==> config.mk <==
export PLATFORM = sky130hd
export DESIGN_NAME = if_prefetch_stage
export DESIGN_NICKNAME = d
export VERILOG_FILES = /design/src/rtl/if_pkg.sv /design/src/rtl/if_prefetch_fifo.sv /design/src/rtl/if_prefetch_stage.sv
export SDC_FILE = /design/constraint.sdc
export NUM_CORES = 1
export LEC_CHECK = 0
export BUFFER_PORTS_ARGS = -buffer_cell sky130_fd_sc_hd__buf_2
export CAP_MARGIN = 20
export CORE_ASPECT_RATIO = 1.1
export CORE_UTILIZATION = 58
export CTS_CLUSTER_DIAMETER = 60
export DETAILED_ROUTE_END_ITERATION = 16
export GPL_ROUTABILITY_DRIVEN = 0
export GPL_TIMING_DRIVEN = 1
export PLACE_DENSITY = 0.79
export SLEW_MARGIN = 10
export SYNTH_ARGS = -nofsm -noshare
export SYNTH_HDL_FRONTEND = slang
export SYNTH_SLANG_ARGS = --single-unit
==> constraint.sdc <==
create_clock -name clk -period 4.05 [get_ports clk]
set_input_delay 0.2025 -clock clk [delete_from_list [all_inputs] [get_ports clk]]
set_output_delay 0.2025 -clock clk [all_outputs]
set_load 0.02 [all_outputs]
==> src/rtl/if_pkg.sv <==
// Shared types and helpers for the instruction-fetch prefetch stage.
// The entry widths bound the ADDR_W/DATA_W parameters of the stage.
package if_pkg;

    localparam int PC_W   = 30;
    localparam int INSN_W = 32;

    localparam logic [INSN_W-1:0] NOP_INSN = '0;

    typedef struct packed {
        logic [PC_W-1:0]   pc;
        logic [INSN_W-1:0] insn;
    } fetch_entry_t;

    // Width of a counter that must hold 0..depth inclusive.
    function automatic int cnt_w(input int depth);
        return $clog2(depth + 1);
    endfunction

endpackage

==> src/rtl/if_prefetch_fifo.sv <==
// Synchronous FIFO of fetch entries; clear wins over a same-cycle push.
// DEPTH must be a power of two so the pointers wrap naturally.
module if_prefetch_fifo
    import if_pkg::*;
#(
    parameter int DEPTH = 4
) (
    input  logic                    clk,
    input  logic                    rst,
    input  logic                    clear,
    input  logic                    push,
    input  fetch_entry_t            push_data,
    input  logic                    pop,
    output fetch_entry_t            head,
    output logic [cnt_w(DEPTH)-1:0] count,
    output logic                    full,
    output logic                    empty
);

    localparam int PW = $clog2(DEPTH);
    localparam int CW = cnt_w(DEPTH);

    fetch_entry_t  mem [DEPTH];
    logic [PW-1:0] wr_ptr;
    logic [PW-1:0] rd_ptr;

    assign head  = mem[rd_ptr];
    assign full  = (count == CW'(DEPTH));
    assign empty = (count == '0);

    // NOTE: sequential state uses non-blocking assignments only, so every
    // flop samples the pre-edge values regardless of block ordering.
    always_ff @(posedge clk) begin
        if (!rst || clear) begin
            wr_ptr <= '0;
            rd_ptr <= '0;
            count  <= '0;
        end else begin
            if (push) wr_ptr <= wr_ptr + PW'(1);
            if (pop)  rd_ptr <= rd_ptr + PW'(1);
            count <= count + CW'(push) - CW'(pop);
            assert (!(push && full));
            assert (!(pop && empty));
        end
    end

    // NOTE: storage is deliberately not reset; the pointers and count
    // define which slots are meaningful, and this keeps it RAM-mappable.
    always_ff @(posedge clk) begin
        if (rst && !clear && push) mem[wr_ptr] <= push_data;
    end

endmodule

==> src/rtl/if_prefetch_stage.sv <==
// Instruction-fetch stage: credit-limited prefetch into a small queue, with
// redirects discarding queued entries and counting in-flight reads to drop.
module if_prefetch_stage
    import if_pkg::*;
#(
    parameter int                ADDR_W   = PC_W,
    parameter int                DATA_W   = INSN_W,
    parameter int                DEPTH    = 4,
    parameter logic [ADDR_W-1:0] RESET_PC = '0
) (
    input  logic              clk,
    input  logic              rst,
    input  logic              stall,
    input  logic              flush,
    input  logic [ADDR_W-1:0] new_pc,
    input  logic              br_taken,
    input  logic [ADDR_W-1:0] br_addr,
    output logic              mem_req,
    output logic [ADDR_W-1:0] mem_addr,
    input  logic              mem_gnt,
    input  logic              mem_rvalid,
    input  logic [DATA_W-1:0] mem_rdata,
    output logic [ADDR_W-1:0] if_pc,
    output logic [DATA_W-1:0] if_insn,
    output logic              if_en,
    output logic              busy
);

    localparam int CW = cnt_w(DEPTH);
    localparam int TW = CW + 2;

    logic [ADDR_W-1:0] fetch_pc;
    logic [ADDR_W-1:0] resp_pc;
    logic [CW-1:0]     outstanding;
    logic [CW-1:0]     discard_cnt;

    logic              redirect;
    logic [ADDR_W-1:0] target;
    logic [TW-1:0]     credit_used;
    logic              grant;
    logic              rsp_owed;
    logic              rsp_keep;
    logic              out_load;
    logic              q_push;
    logic              q_pop;
    logic [CW-1:0]     q_count;
    logic              q_full;
    logic              q_empty;
    fetch_entry_t      q_head;
    fetch_entry_t      q_in;

    assign redirect = flush | br_taken;
    assign target   = flush ? new_pc : br_addr;

    // Every queued entry, in-flight read and read still to be discarded
    // holds one credit, which is what keeps the queue from overflowing.
    assign credit_used = TW'(q_count) + TW'(outstanding) + TW'(discard_cnt);
    assign mem_req     = !redirect && (credit_used < TW'(DEPTH));
    assign mem_addr    = fetch_pc;
    assign grant       = mem_req && mem_gnt;
    assign busy        = mem_req && !mem_gnt;

    // A response with nothing left to discard belongs to a live read.
    assign rsp_owed = mem_rvalid && (discard_cnt == '0);
    assign rsp_keep = rsp_owed && !redirect;

    assign out_load = !stall || !if_en;
    assign q_pop    = !redirect && out_load && !q_empty;
    assign q_push   = rsp_keep && (!out_load || !q_empty);
    assign q_in     = '{pc: PC_W'(resp_pc), insn: INSN_W'(mem_rdata)};

    if_prefetch_fifo #(.DEPTH(DEPTH)) u_fifo (
        .clk       (clk),
        .rst       (rst),
        .clear     (redirect),
        .push      (q_push),
        .push_data (q_in),
        .pop       (q_pop),
        .head      (q_head),
        .count     (q_count),
        .full      (q_full),
        .empty     (q_empty)
    );

    always_ff @(posedge clk) begin
        if (!rst) begin
            fetch_pc    <= RESET_PC;
            resp_pc     <= RESET_PC;
            outstanding <= '0;
            discard_cnt <= '0;
            if_pc       <= '0;
            if_insn     <= DATA_W'(NOP_INSN);
            if_en       <= 1'b0;
        end else if (redirect) begin
            fetch_pc    <= target;
            resp_pc     <= target;
            outstanding <= '0;
            // Whatever is still in flight becomes garbage; a response landing
            // now retires one of those reads immediately.
            discard_cnt <= discard_cnt + outstanding - CW'(mem_rvalid);
            if_en       <= 1'b0;
        end else begin
            if (grant)    fetch_pc <= fetch_pc + ADDR_W'(1);
            if (rsp_keep) resp_pc  <= resp_pc + ADDR_W'(1);
            outstanding <= outstanding + CW'(grant) - CW'(rsp_owed);
            if (mem_rvalid && !rsp_owed) discard_cnt <= discard_cnt - CW'(1);
            if (out_load) begin
                if (!q_empty) begin
                    if_pc   <= ADDR_W'(q_head.pc);
                    if_insn <= DATA_W'(q_head.insn);
                    if_en   <= 1'b1;
                end else if (rsp_keep) begin
                    if_pc   <= resp_pc;
                    if_insn <= mem_rdata;
                    if_en   <= 1'b1;
                end else begin
                    if_en   <= 1'b0;
                end
            end
            assert (credit_used <= TW'(DEPTH));
            assert (!mem_rvalid || outstanding != '0 || discard_cnt != '0);
            assert (!(q_push && q_full));
        end
    end

endmodule

# Word level (Yosys, flattened, before mapping)
# Memory sizes are Yosys's and may differ from the RTL's. A register that Yosys moved wholly into a read port is not among the register bits.
# Index checks and enable logic that the tools add are counted.
# word_totals
ff_bits,136
latchBits,0
mem_bits_rw,248
romBits,0
inputBits,99
out_inout_bits,95
mem_count,1
# memory_table
name,depth,width,rd,rd_clocked_by_memory_dff,write_ports,line,rtl
u_fifo.mem,4,62,1,1,1,if_prefetch_fifo.sv:23,fetch_entry_t mem [DEPTH];
# classes
addsub,13
mul,0
div,0
n_lt_le_gt_ge,1
n_eq_ne,1
shift,0
muxes,17
bitwise,3
n_reduce_logical,29
# op_table
op,n
$mux W30,7
$mux W32,2
$add A30 B1 Y30 const B,2
$logic_and A1 B1 Y1,11
$sub A3 B1 Y3,3
$logic_not A1 Y1,8
$add A3 B1 Y3,2
$logic_not A3 Y1,2
$mux W3,2
$reduce_bool A2 Y1,3
$add A4 B3 Y5,1
$lt A5 B3 Y1 const B,1
$add A2 B1 Y2 const B,2
$add A3 B3 Y4,1
$mux W1,4
$mux W2,2
$add A3 B3 Y3,1
$logic_or A1 B1 Y1,3
$reduce_and A3 Y1,1
$sub A3 B1 Y3 const B,1
$ne A2 B2 Y1 const B,1
$not A1 Y1,2
$reduce_or A2 Y1,1
$or A1 B1 Y1,1

# Depth between registers and ports, before layout
# Gate-level depths: netlist (run 1).
# logic_depth
ltp_word,8
ltp_mapped,17
ltp_nobuf,17

# Cells and area by module
# Synthesis (run 1) repeated with hierarchy kept, for this count alone.
# hier_totals
cells_unflattened,1195
area_unflattened_um2,16671.0
# by_module_without_submodules
module,instances,cells_per_inst,area_per_inst_um2,seq_area_each_um2
if_prefetch_fifo,1,368,9467.8,7627.3
if_prefetch_stage,1,827,7203.2,2582.5

# Least setup slack after synthesis (run 1)
# OpenSTA, ideal clock, no wires.
# synth_path
path_kind,reg2reg
from,register outstanding[1]
to,register outstanding[2]
setup_time_ps,128
arrival_time_ps,3470
required_ps,3922
slack_ps,453
stages_incl_launch_ff,18
n_path_buf,0
synth_period_minus_slack_ps,3597
cell_sequence,dfxtp_1 -> inv_1 -> fa_1 -> nor2_1 -> fa_1 -> nand2b_1 -> a21oi_1 -> nand2_1 -> nor2_1 -> inv_1 -> ha_1 -> inv_1 -> ha_1 -> inv_1 -> fa_1 -> xnor2_1 -> xnor2_1 -> nor2_1
# synth_via
elab_chain_len,7
# synth_lines
element,line,rtl
from (decl),if_prefetch_stage.sv:34,logic [CW-1:0] outstanding;
from (signal assigned),if_prefetch_stage.sv:105,outstanding <= outstanding + CW'(grant) - CW'(rsp_owed);
$add A3 B3 Y4,if_prefetch_stage.sv:57,assign credit_used = TW'(q_count) + TW'(outstanding) + TW'(discard_cnt);
$add A4 B3 Y5,if_prefetch_stage.sv:57,
$lt A5 B3 Y1,if_prefetch_stage.sv:58,assign mem_req = !redirect && (credit_used < TW'(DEPTH));
$logic_and A1 B1 Y1,if_prefetch_stage.sv:58,
$logic_and A1 B1 Y1,if_prefetch_stage.sv:60,assign grant = mem_req && mem_gnt;
$add A3 B1 Y3 *,if_prefetch_stage.sv:105,
$sub A3 B1 Y3 *,if_prefetch_stage.sv:105,
# Every way passes the cells marked *; elsewhere a longest branch is shown, timed or not.
# A chain may end at the register's enable or synchronous reset.

# Worst setup path after layout (run 1)
# Same ends and word-level chain as after synthesis.

==> flow_summary.toml, run 1 <==
[timing]
timing_worst_slew_pin_value_ps = 1061
finalCriticalPeriod_ps = 3794
report.final.hold_viol_count = 0
timing.fmax_mhz = 263.6
finalWorstSetupSlack_ps = 256.1
maxSlewViolCount = 0
fin_crit_sh_pct = 93.68
clock_skew_ps = 12.15
slew_headroom_pct = 29.29
setup_viol = 0

[worst_setup_path]
setup.worst_path.class = "reg -> reg"
r2r_slack_ps = 260
crit_path_end_kind = "flip-flop"
crit_arrival_ps = 4170
timing.critical_path.slowest_stage_cell = "sky130_fd_sc_hd__fa_1"
worst_path_largest_cell_delay_ps = 530
rr_worst_depth = 17
critical_path_peak_fanout = 4
critical_path.cell_chain = "inv_1 > fa_1 > nor2_1 > fa_1 > nand2b_1 > a21oi_2 > nand2_1 > nor2_1 > inv_1 > ha_1 > inv_1 > ha_1 > inv_1 > fa_1 > xnor2_1 > xnor2_1 > nor2_1"
crit-reg2reg-launch = "outstanding[1]"
cp-start-kind = "flip-flop"
worstReg2RegEnd = "outstanding[2]"
worst_path_most_repeated_cell = "sky130_fd_sc_hd__inv_1"
data_required_time_of_the_worst_path_ps = 4430

[floorplan]
die_extent_in_x_um = 163.7
die_area_um2 = 29460
fp.dieH_um = 179.9
initial_core_util_pct = 59.55
ios = 194
rows = 64
fp.coreArea_um2 = 28030

[logic_synthesis]
synth.top_cell.area_share_pct = 44.62
yosysSeqAreaShare_pct = 61.17
synth.lib_cells_used.distinct = 77
synthArstFlopShare_pct = 0
number_of_flops_mapped_to_enable_cells_by_yosys = 248
syn-num-nets = 1403
number_of_register_bits_inferred_by_synthesis = 386
yosysWarningCount = 0
synthesis.area_um2 = 16690
syn_area_per_cell_um2 = 13.04
leading_post_synthesis_cells_by_cell_area = "sky130_fd_sc_hd__edfxtp_1 45%, sky130_fd_sc_hd__dfxtp_1 17%, sky130_fd_sc_hd__mux4_2 8.4%"
postSynth.topFlopCell = "sky130_fd_sc_hd__edfxtp_1"
yosys_top_cell_by_area = "sky130_fd_sc_hd__edfxtp_1"
post_syn_instances = 1280

[cts]
numCtsBuffers = 38
clock_sinks = 386
postCtsSetupBuffers = 0
htree_num_levels = 2
cts-root-buf = "sky130_fd_sc_hd__clkbuf_16"
clk_path_buf_depth = 3
clock_insertion_delay_at_the_later_pin_of_the_skew_report_ps = 520
clock_tree_from_tritoncts = "yes"
cts.reportedPaths.clkPinSlew_ps = 60

[global_route]
grt_pass1_vias = 11852
grt_pass1_wl_um = 62780
maximum_number_of_pins_on_one_net_before_global_route_repair = 95
grt_antenna_before_repair = 0
grt.busiest_layer = "met2"
use_met3_pct = 4.107
global_route.overflow_total = 0
met2_usage_pct = 45.53
grt.total_usage_pct = 27.30
use_met1_pct = 36.46

[placed_design]
io_buffer_count = 193
place_worst_setup_slack_ps = 133.0
hpwl_um = 24440
dp_cells = 1775
place_area_um2 = 17990

[detailed_routing]
ant_nets = 0
avgViaCountPerCell = 6.369
vias = 11954
initial_drt_pass_iterations = 5
drt_drc_violations_left = 0
wl_per_cell_um = 21.36
routed_wirelength_um = 40100
detail_route.iter0.violations = 1028

[cells_and_area]
nNetsFinal = 1607
fraction_of_final_layout_cells_with_drive_strength_greater_than_1_pct = 25.83
fin_cells = 1877
flow.area_growth_from_synthesis_pct = 18.19
insertedDiodeCount = 0
final_design_area_no_fill_um2 = 19730
fillers = 1922

[hold_path]
hold_end = "resp_pc[14]"
worst_hold_startpoint = "new_pc[14]"
worst_hold_path.num_cells = 3
hold_path_class = "in -> reg"

[power_and_ir_drop]
static-leakage-power_nw = 7.240
powerDensity_nw_per_um2 = 454.1
ir_drop_uv = 369.5

[job]
timing.max_cap.violations = 0

[outcome]
run_status = "finished, final reports clean"
-- cell usage in the layout (no fill, tap or decap), types with 26 or more instances in the layout --
master,instances
sky130_fd_sc_hd__dfxtp_1,135
sky130_fd_sc_hd__nand2_1,115
sky130_fd_sc_hd__mux2i_1,34
sky130_fd_sc_hd__inv_1,31
sky130_fd_sc_hd__o21ai_0,38
sky130_fd_sc_hd__o221ai_1,32
sky130_fd_sc_hd__dlygate4sd3_1,32
sky130_fd_sc_hd__edfxtp_1,248
sky130_fd_sc_hd__buf_2,193
sky130_fd_sc_hd__clkbuf_16,41
sky130_fd_sc_hd__a21oi_1,94
sky130_fd_sc_hd__mux4_2,62
sky130_fd_sc_hd__nor2_1,82
sky130_fd_sc_hd__a211oi_1,44
sky130_fd_sc_hd__nand3_1,26
-- worst max-delay path, delay by kind of cell (launching register included) --
kind,cells,cell delay (ps)
fa+ha+maj,5,1760
buf+inv,4,280
xor+xnor,2,330
compound gates,1,190
simple gates,5,720
flops,1,370
-- worst max path at each step --
stage,startpoint,endpoint,slack [ps],cells after the start
2_1_floorplan,outstanding[1],outstanding[2],450,17
3_3_place_gp,outstanding[1],outstanding[2],310,17
3_5_place_dp,outstanding[1],outstanding[2],130,17
4_1_cts,outstanding[1],outstanding[2],60,17
5_1_grt,outstanding[1],outstanding[2],-0.2,17
6_report,outstanding[1],outstanding[2],260,17
-- sequential cells by signal, indices dropped and copies added, names as in the netlist, named ones only --
| signal | count |
|---|---|
| u_fifo.mem | 248 |
| if_insn | 32 |
| if_pc | 30 |
| mem_addr | 30 |
| resp_pc | 30 |
| discard_cnt | 3 |
| outstanding | 3 |
| u_fifo.count | 3 |
| u_fifo.rd_ptr | 2 |
| u_fifo.wr_ptr | 2 |
| if_en | 1 |
-- layer usage --
metal | part of all wire (%) | wire, um | vias to the layer above
met1 | 40 | 16200 | 5843
met4 | 2.6 | 1047 | 0
li1 | - | - | 5388
met2 | 49 | 19710 | 632
met3 | 7.8 | 3135 | 91
met5 | 0 | 0 | -
-- where the power goes --
| group | leakage (nW) | total, mW | internal, mW | switching, mW |
|---|---|---|---|---|
| registers | 3.38 | 4.36 | 4.26 | 0.108 |
| logic | 3.18 | 0.717 | 0.275 | 0.442 |
| clock network | 0.684 | 3.88 | 2.41 | 1.47 |
| total | 7.24 | 8.96 | 6.94 | 2.02 |
-- logic make-up after synthesis --
group	Yosys count	share of synthesized area [%]
multiplexers	96	10.40
buffers and inverters	119	3.103
AO/OA/AOI/OAI	295	12.02
adder cells (fa/ha/maj)	24	2.069
AND/OR/NAND/NOR	342	10.28
XOR/XNOR	18	0.9445
flip-flops	386	61.17
-- layout make-up --
class,instances,area (um2),share of cell area [%]
Timing Repair Buffer,250,1536,7.788
Sequential cell,386,10220,51.79
Clock inverter,18,282.8,1.433
Tap cell,363,454.2,2.302
Clock buffer,52,1127,5.714
Multi-Input combinational cell,775,5987,30.35
Inverter,33,123.9,0.6279
-- per-stage QoR --
step                      setup TNS (ps)  total power [mW]  utilization, %  hold WS (ps)
final                                  0             8.958           70.39         47.37
after global routing             -0.1790             9.240           70.39         48.92
after CTS                              0             8.994           70.37         19.01
after detailed placement               0             5.122           64.20         442.0
after global placement                 0             5.096           64.20         436.6
after floorplan                        0             4.867               -         301.4
-- cell usage after synthesis, drive strengths merged, types with 10 or more instances --
cell type    n
o21ai       39
mux4        62
dfxtp      138
xnor2       10
clkbuf      58
nand2      115
o221a       16
mux2i       34
and3        19
o221ai      32
a31oi       19
buf         27
nor3        18
edfxtp     248
inv         33
a21oi       96
nor4        16
a211oi      45
nor2        83
nand4       20
ha          18
nand3       27
-- timing repair --
item                                    CTS  global route
hold buffers                             32             0
gates resized for setup                   0             2
endpoints found under the hold margin   128             0
endpoints found under the setup margin    0             1
(Power assumes the default switching activity.)
==> run 2, diff against run 1 <==
Settings changed: CORE_UTILIZATION 58 to 60, PLACE_DENSITY 0.79 to 0.82.
Clock period 4.05 ns to 4.9 ns, I/O delays scaled along.
==> flow_summary.toml, run 2 (same netlist as run 1, synthesis figures left out) <==
[outcome]
run_status = "finished, final reports clean"

[global_route]
grt.total_usage_pct = 28.37
grt_pass1_vias = 11647
global_route.overflow_total = 0
use_met3_pct = 3.491
maximum_number_of_pins_on_one_net_before_global_route_repair = 65
use_met1_pct = 37.81
grt_pass1_wl_um = 62690
grt_antenna_before_repair = 0
met2_usage_pct = 47.49
grt.busiest_layer = "met2"

[detailed_routing]
avgViaCountPerCell = 6.523
drt_drc_violations_left = 0
routed_wirelength_um = 40630
wl_per_cell_um = 21.88
detail_route.iter0.violations = 1448
vias = 12113
ant_nets = 0
initial_drt_pass_iterations = 6

[hold_path]
worst_hold_startpoint = "new_pc[14]"
hold_path_class = "in -> reg"
worst_hold_path.num_cells = 3

[power_and_ir_drop]
combinationalPowerShare_pct = 8.5
static-leakage-power_nw = 7.059
total_power_mw = 6.879
power.share.switching_pct = 23.68
ir_drop_uv = 266.5
register_share_of_total_power_pct = 52.5
powerDensity_nw_per_um2 = 356.0
p_sw_mw = 1.629
clock_power_share_pct = 39.1
internal_power_mw = 5.250

[placed_design]
hpwl_um = 24680
dp_cells = 1760
io_buffer_count = 193

[timing]
clock_skew_ps = 18.03
fin_tns_setup_ps = 0
grt_setup_unrepaired = "false"
finalCriticalPeriod_ps = 3969
timing_worst_slew_pin_value_ps = 1041
slew_headroom_pct = 30.52
setup_viol = 0
hold_ws_ps = 84.03
fin_crit_sh_pct = 81.01
timing.fmax_mhz = 251.9
maxSlewViolCount = 0
report.final.hold_viol_count = 0

[worst_setup_path]
critical_path_peak_fanout = 5
worstReg2RegEnd = "outstanding[2]"
data_required_time_of_the_worst_path_ps = 5290
crit_arrival_ps = 4360
setup.worst_path.class = "reg -> reg"
setup.worst_path.end = "outstanding[2]"
crit_path_end_kind = "flip-flop"
timing.critical_path.from = "outstanding[1]"
crit-reg2reg-launch = "outstanding[1]"
cp-start-kind = "flip-flop"
rr_worst_depth = 17
r2r_slack_ps = 930

[cells_and_area]
final_common_cell = "sky130_fd_sc_hd__edfxtp_1"
flow.area_growth_from_synthesis_pct = 15.77
layout.cells.most_common_list = "248 x sky130_fd_sc_hd__edfxtp_1, 193 x sky130_fd_sc_hd__buf_2, 136 x sky130_fd_sc_hd__dfxtp_1, 115 x sky130_fd_sc_hd__nand2_1, 95 x sky130_fd_sc_hd__a21oi_1"
largest_register = "u_fifo.mem"
fraction_of_final_layout_cells_with_drive_strength_greater_than_1_pct = 24.47
largest_reg_flops = 248
insertedDiodeCount = 0
fin_cells = 1857
nNetsFinal = 1597
largestRegisters = "u_fifo.mem (248), if_insn (32)"

[cts]
clock_sinks = 386
htree_num_levels = 2
clock_insertion_delay_at_the_later_pin_of_the_skew_report_ps = 520
hold_buffers = 32
cts.reportedPaths.clkPinSlew_ps = 60
clk_path_buf_depth = 3
cts-root-buf = "sky130_fd_sc_hd__clkbuf_16"
clock_tree_from_tritoncts = "yes"
post_cts.resized_instances = 0
numCtsBuffers = 37
postCtsSetupBuffers = 0

[floorplan]
ios = 194
die_extent_in_x_um = 161.0
fp.coreArea_um2 = 27120
die_area_um2 = 28490
fp.dieH_um = 176.9
initial_core_util_pct = 61.55
rows = 63

[job]
timing.max_cap.violations = 0
run 2: cell types whose count changed in the layout (fill, tap and decap cells not counted), moves of 3 or more:
cell,previous run,this run
sky130_fd_sc_hd__buf_12,5,2
sky130_fd_sc_hd__clkinvlp_4,3,0
sky130_fd_sc_hd__buf_4,20,14
sky130_fd_sc_hd__clkinv_1,1,5
sky130_fd_sc_hd__clkbuf_16,41,37
sky130_fd_sc_hd__inv_6,1,4
sky130_fd_sc_hd__clkbuf_1,5,9
sky130_fd_sc_hd__bufinv_16,7,1
run 2: worst max-delay path, stage by stage, from the launching register on:
cell and delay, ps:
sky130_fd_sc_hd__dfxtp_1 400, sky130_fd_sc_hd__inv_1 100, sky130_fd_sc_hd__fa_1 610, sky130_fd_sc_hd__nor2_1 80
sky130_fd_sc_hd__fa_1 460, sky130_fd_sc_hd__nand2b_1 200, sky130_fd_sc_hd__a21oi_1 270, sky130_fd_sc_hd__nand2_1 170
sky130_fd_sc_hd__nor2_1 160, sky130_fd_sc_hd__inv_1 130, sky130_fd_sc_hd__ha_1 290, sky130_fd_sc_hd__inv_1 60
sky130_fd_sc_hd__ha_1 130, sky130_fd_sc_hd__inv_1 50, sky130_fd_sc_hd__fa_1 380, sky130_fd_sc_hd__xnor2_1 170
sky130_fd_sc_hd__xnor2_1 140, sky130_fd_sc_hd__nor2_1 50
run 2: worst min-delay path by stage:
stage	to	slack, ps
final	mem_addr[14]	80
after global routing	resp_pc[14]	110
after CTS	mem_addr[14]	70
after detailed placement	if_pc[16]	440
after global placement	if_pc[2]	440
after floorplan	u_fifo.mem[0][0]	340
run 2: area by class of cell:
type	instances	area, um2
Multi-Input combinational cell	775	5983
Clock inverter	15	108.9
Inverter	33	123.9
Tap cell	357	446.7
Fill cell	1769	7792
Timing Repair Buffer	241	1431
Sequential cell	386	10210
Clock buffer	50	1015
run 2: per-layer routing:
metal  share of wire (%)  wire length, um
met5                   0                0
met4                 3.5             1440
met2                  49            19870
met3                 8.8             3584
met1                  39            15740
run 2: metrics by stage:
step	area, um2	util, %	setup WS, ps
after floorplan	16690	-	1303
after global placement	17880	65.94	1094
after detailed placement	17880	65.94	999.9
after CTS	19320	71.26	966.1
after global routing	19320	71.26	666.6
final	19320	71.26	930.5
run 2: power groups by stage:
stage	sequential, mW	clock, mW	combinational, mW
after floorplan	3.69	0	0.331
after global placement	3.67	0	0.534
after detailed placement	3.67	0	0.551
after CTS	3.60	2.70	0.576
after global routing	3.62	2.83	0.637
final	3.61	2.69	0.584
==> run 3, diff against run 2 <==
Settings changed: CORE_UTILIZATION 60 to 53, PLACE_DENSITY 0.82 to 0.76.
Clock period 4.9 ns to 3.4 ns, I/O delays scaled along.
==> flow_summary.toml, run 3 (same netlist as run 1, synthesis figures left out) <==
[job]
timing.max_cap.violations = 0

[power_and_ir_drop]
clock_power_share_pct = 40.7
ir_drop_uv = 312.8
p_sw_mw = 2.433
powerDensity_nw_per_um2 = 519.7
static-leakage-power_nw = 7.289
power.share.switching_pct = 23.51
combinationalPowerShare_pct = 9.1
internal_power_mw = 7.917
register_share_of_total_power_pct = 50.2

[worst_setup_path]
cp-start-kind = "flip-flop"
critical_path_peak_fanout = 2
setup.worst_path.class = "reg -> reg"
crit_path_end_kind = "flip-flop"
data_required_time_of_the_worst_path_ps = 3790
crit_arrival_ps = 3830

[global_route]
grt_pass1_wl_um = 62590
grt_pass1_vias = 11726
grt.total_usage_pct = 24.88
global_route.overflow_total = 0
maximum_number_of_pins_on_one_net_before_global_route_repair = 95
grt_antenna_before_repair = 0

[placed_design]
hpwl_um = 24510
place_worst_setup_slack_ps = -15.12
io_buffer_count = 193
place_area_um2 = 18240

[timing]
slew_headroom_pct = 31.24
fin_crit_sh_pct = 101.2
setup_viol = 1
maxSlewViolCount = 0
report.final.hold_viol_count = 0
grt_setup_unrepaired = "true"
finalWorstSetupSlack_ps = -39.63
timing_worst_slew_pin_value_ps = 1031
clock_skew_ps = 24.66
finalCriticalPeriod_ps = 3440
timing.fmax_mhz = 290.7

[outcome]
violations = "setup timing"
run_status = "finished with violations"

[cells_and_area]
final_common_cell = "sky130_fd_sc_hd__edfxtp_1"
largestRegisters = "u_fifo.mem (248), if_insn (32)"
final_design_area_no_fill_um2 = 19920
largest_register = "u_fifo.mem"
insertedDiodeCount = 0
flow.area_growth_from_synthesis_pct = 19.33
fraction_of_final_layout_cells_with_drive_strength_greater_than_1_pct = 27.31
fillers = 2258
largest_reg_flops = 248
nNetsFinal = 1630
layout.cells.most_common_list = "248 x sky130_fd_sc_hd__edfxtp_1, 193 x sky130_fd_sc_hd__buf_2, 134 x sky130_fd_sc_hd__dfxtp_1, 114 x sky130_fd_sc_hd__nand2_1, 94 x sky130_fd_sc_hd__a21oi_1"

[floorplan]
die_extent_in_x_um = 171.2
fp.coreArea_um2 = 30770
initial_core_util_pct = 54.25
ios = 194
fp.dieH_um = 188.1
die_area_um2 = 32210
rows = 67

[detailed_routing]
wl_met3_um = 3067
dr_wl_met2_um = 19230
detail_route.iter0.violations = 1172
initial_drt_pass_iterations = 5
routed_wirelength_um = 39960
ant_nets = 0
topRoutingLayerUsed = "met4"
wl_per_cell_um = 20.47
met1_wire_length_um = 16580
avgViaCountPerCell = 6.127
drt_drc_violations_left = 0
vias = 11959

[cts]
clock_sinks = 386
clock_insertion_delay_at_the_later_pin_of_the_skew_report_ps = 540
htree_num_levels = 2
cts.reportedPaths.clkPinSlew_ps = 60
clock_tree_from_tritoncts = "yes"
numCtsBuffers = 39
clk_path_buf_depth = 3
cts-root-buf = "sky130_fd_sc_hd__clkbuf_16"

[hold_path]
hold_path_class = "in -> reg"
[run 3: power by group through the flow]
stage	sequential (mW)	combinational [mW]	clock [mW]
floorplan	5.32	0.489	0
global placement	5.28	0.850	0
detailed placement	5.29	0.871	0
CTS	5.19	0.916	4.27
global route	5.21	1.03	4.47
finish	5.20	0.942	4.21
[run 3: metal layers]
layer | GRT usage (%) | up-vias
met5 | 0 | -
met4 | 7.933 | 0
met3 | 4.242 | 89
met2 | 40.79 | 613
met1 | 33.74 | 5810
li1 | - | 5447
[run 3: timing repair]
action                                  4_1_cts  5_1_grt
setup buffers                                 0        3
cloned                                        0        0
hold endpoints to repair                    130        0
hold buffers                                 34        0
endpoints found under the setup margin        1        2
pin swaps                                     4        9
resized for setup                             4        8
[run 3: worst max-delay path, stage by stage (launching register included)]
cell,delay [ps]
sky130_fd_sc_hd__dfxtp_2,330
sky130_fd_sc_hd__inv_2,40
sky130_fd_sc_hd__fa_1,530
sky130_fd_sc_hd__nor2_2,140
sky130_fd_sc_hd__fa_2,220
sky130_fd_sc_hd__or3b_4,410
sky130_fd_sc_hd__a21oi_4,170
sky130_fd_sc_hd__nand2_2,90
sky130_fd_sc_hd__nor2_4,140
sky130_fd_sc_hd__inv_2,60
sky130_fd_sc_hd__ha_4,210
sky130_fd_sc_hd__inv_2,60
sky130_fd_sc_hd__ha_4,120
sky130_fd_sc_hd__inv_2,30
sky130_fd_sc_hd__fa_2,400
sky130_fd_sc_hd__xnor2_2,180
sky130_fd_sc_hd__xnor2_1,130
sky130_fd_sc_hd__nor2_1,50
[run 3: area by class of cell]
class | count | area (um2) | area share, %
Inverter | 33 | 123.9 | 0.6219
Clock inverter | 23 | 202.7 | 1.018
Multi-Input combinational cell | 775 | 6060 | 30.42
Tap cell | 414 | 518.0 | 2.601
Clock buffer | 49 | 1065 | 5.346
Sequential cell | 386 | 10220 | 51.30
Timing Repair Buffer | 272 | 1732 | 8.694
[run 3: final timing paths]
check                           slack [ps]             end  cells past startpoint            from
worst max-delay path                   -40  outstanding[2]                     17  outstanding[1]
worst min-delay path                    20    mem_addr[19]                      3      new_pc[19]
worst max register to register         -40  outstanding[2]                     17  outstanding[1]
worst min register to register         450       if_pc[23]                      2       if_pc[23]
[run 3: metrics by stage]
stage,util (%),cells,power (mW),TNS (ps),hold WS [ps]
floorplan,-,1280,5.810,0,268.9
global placement,59.29,1843,6.135,0,403.3
detailed placement,59.29,1843,6.162,-15.12,409.9
CTS,64.57,1949,10.38,0,7.475
global route,64.74,1952,10.71,-168.1,33.24
finish,64.74,1952,10.35,-39.63,22.75
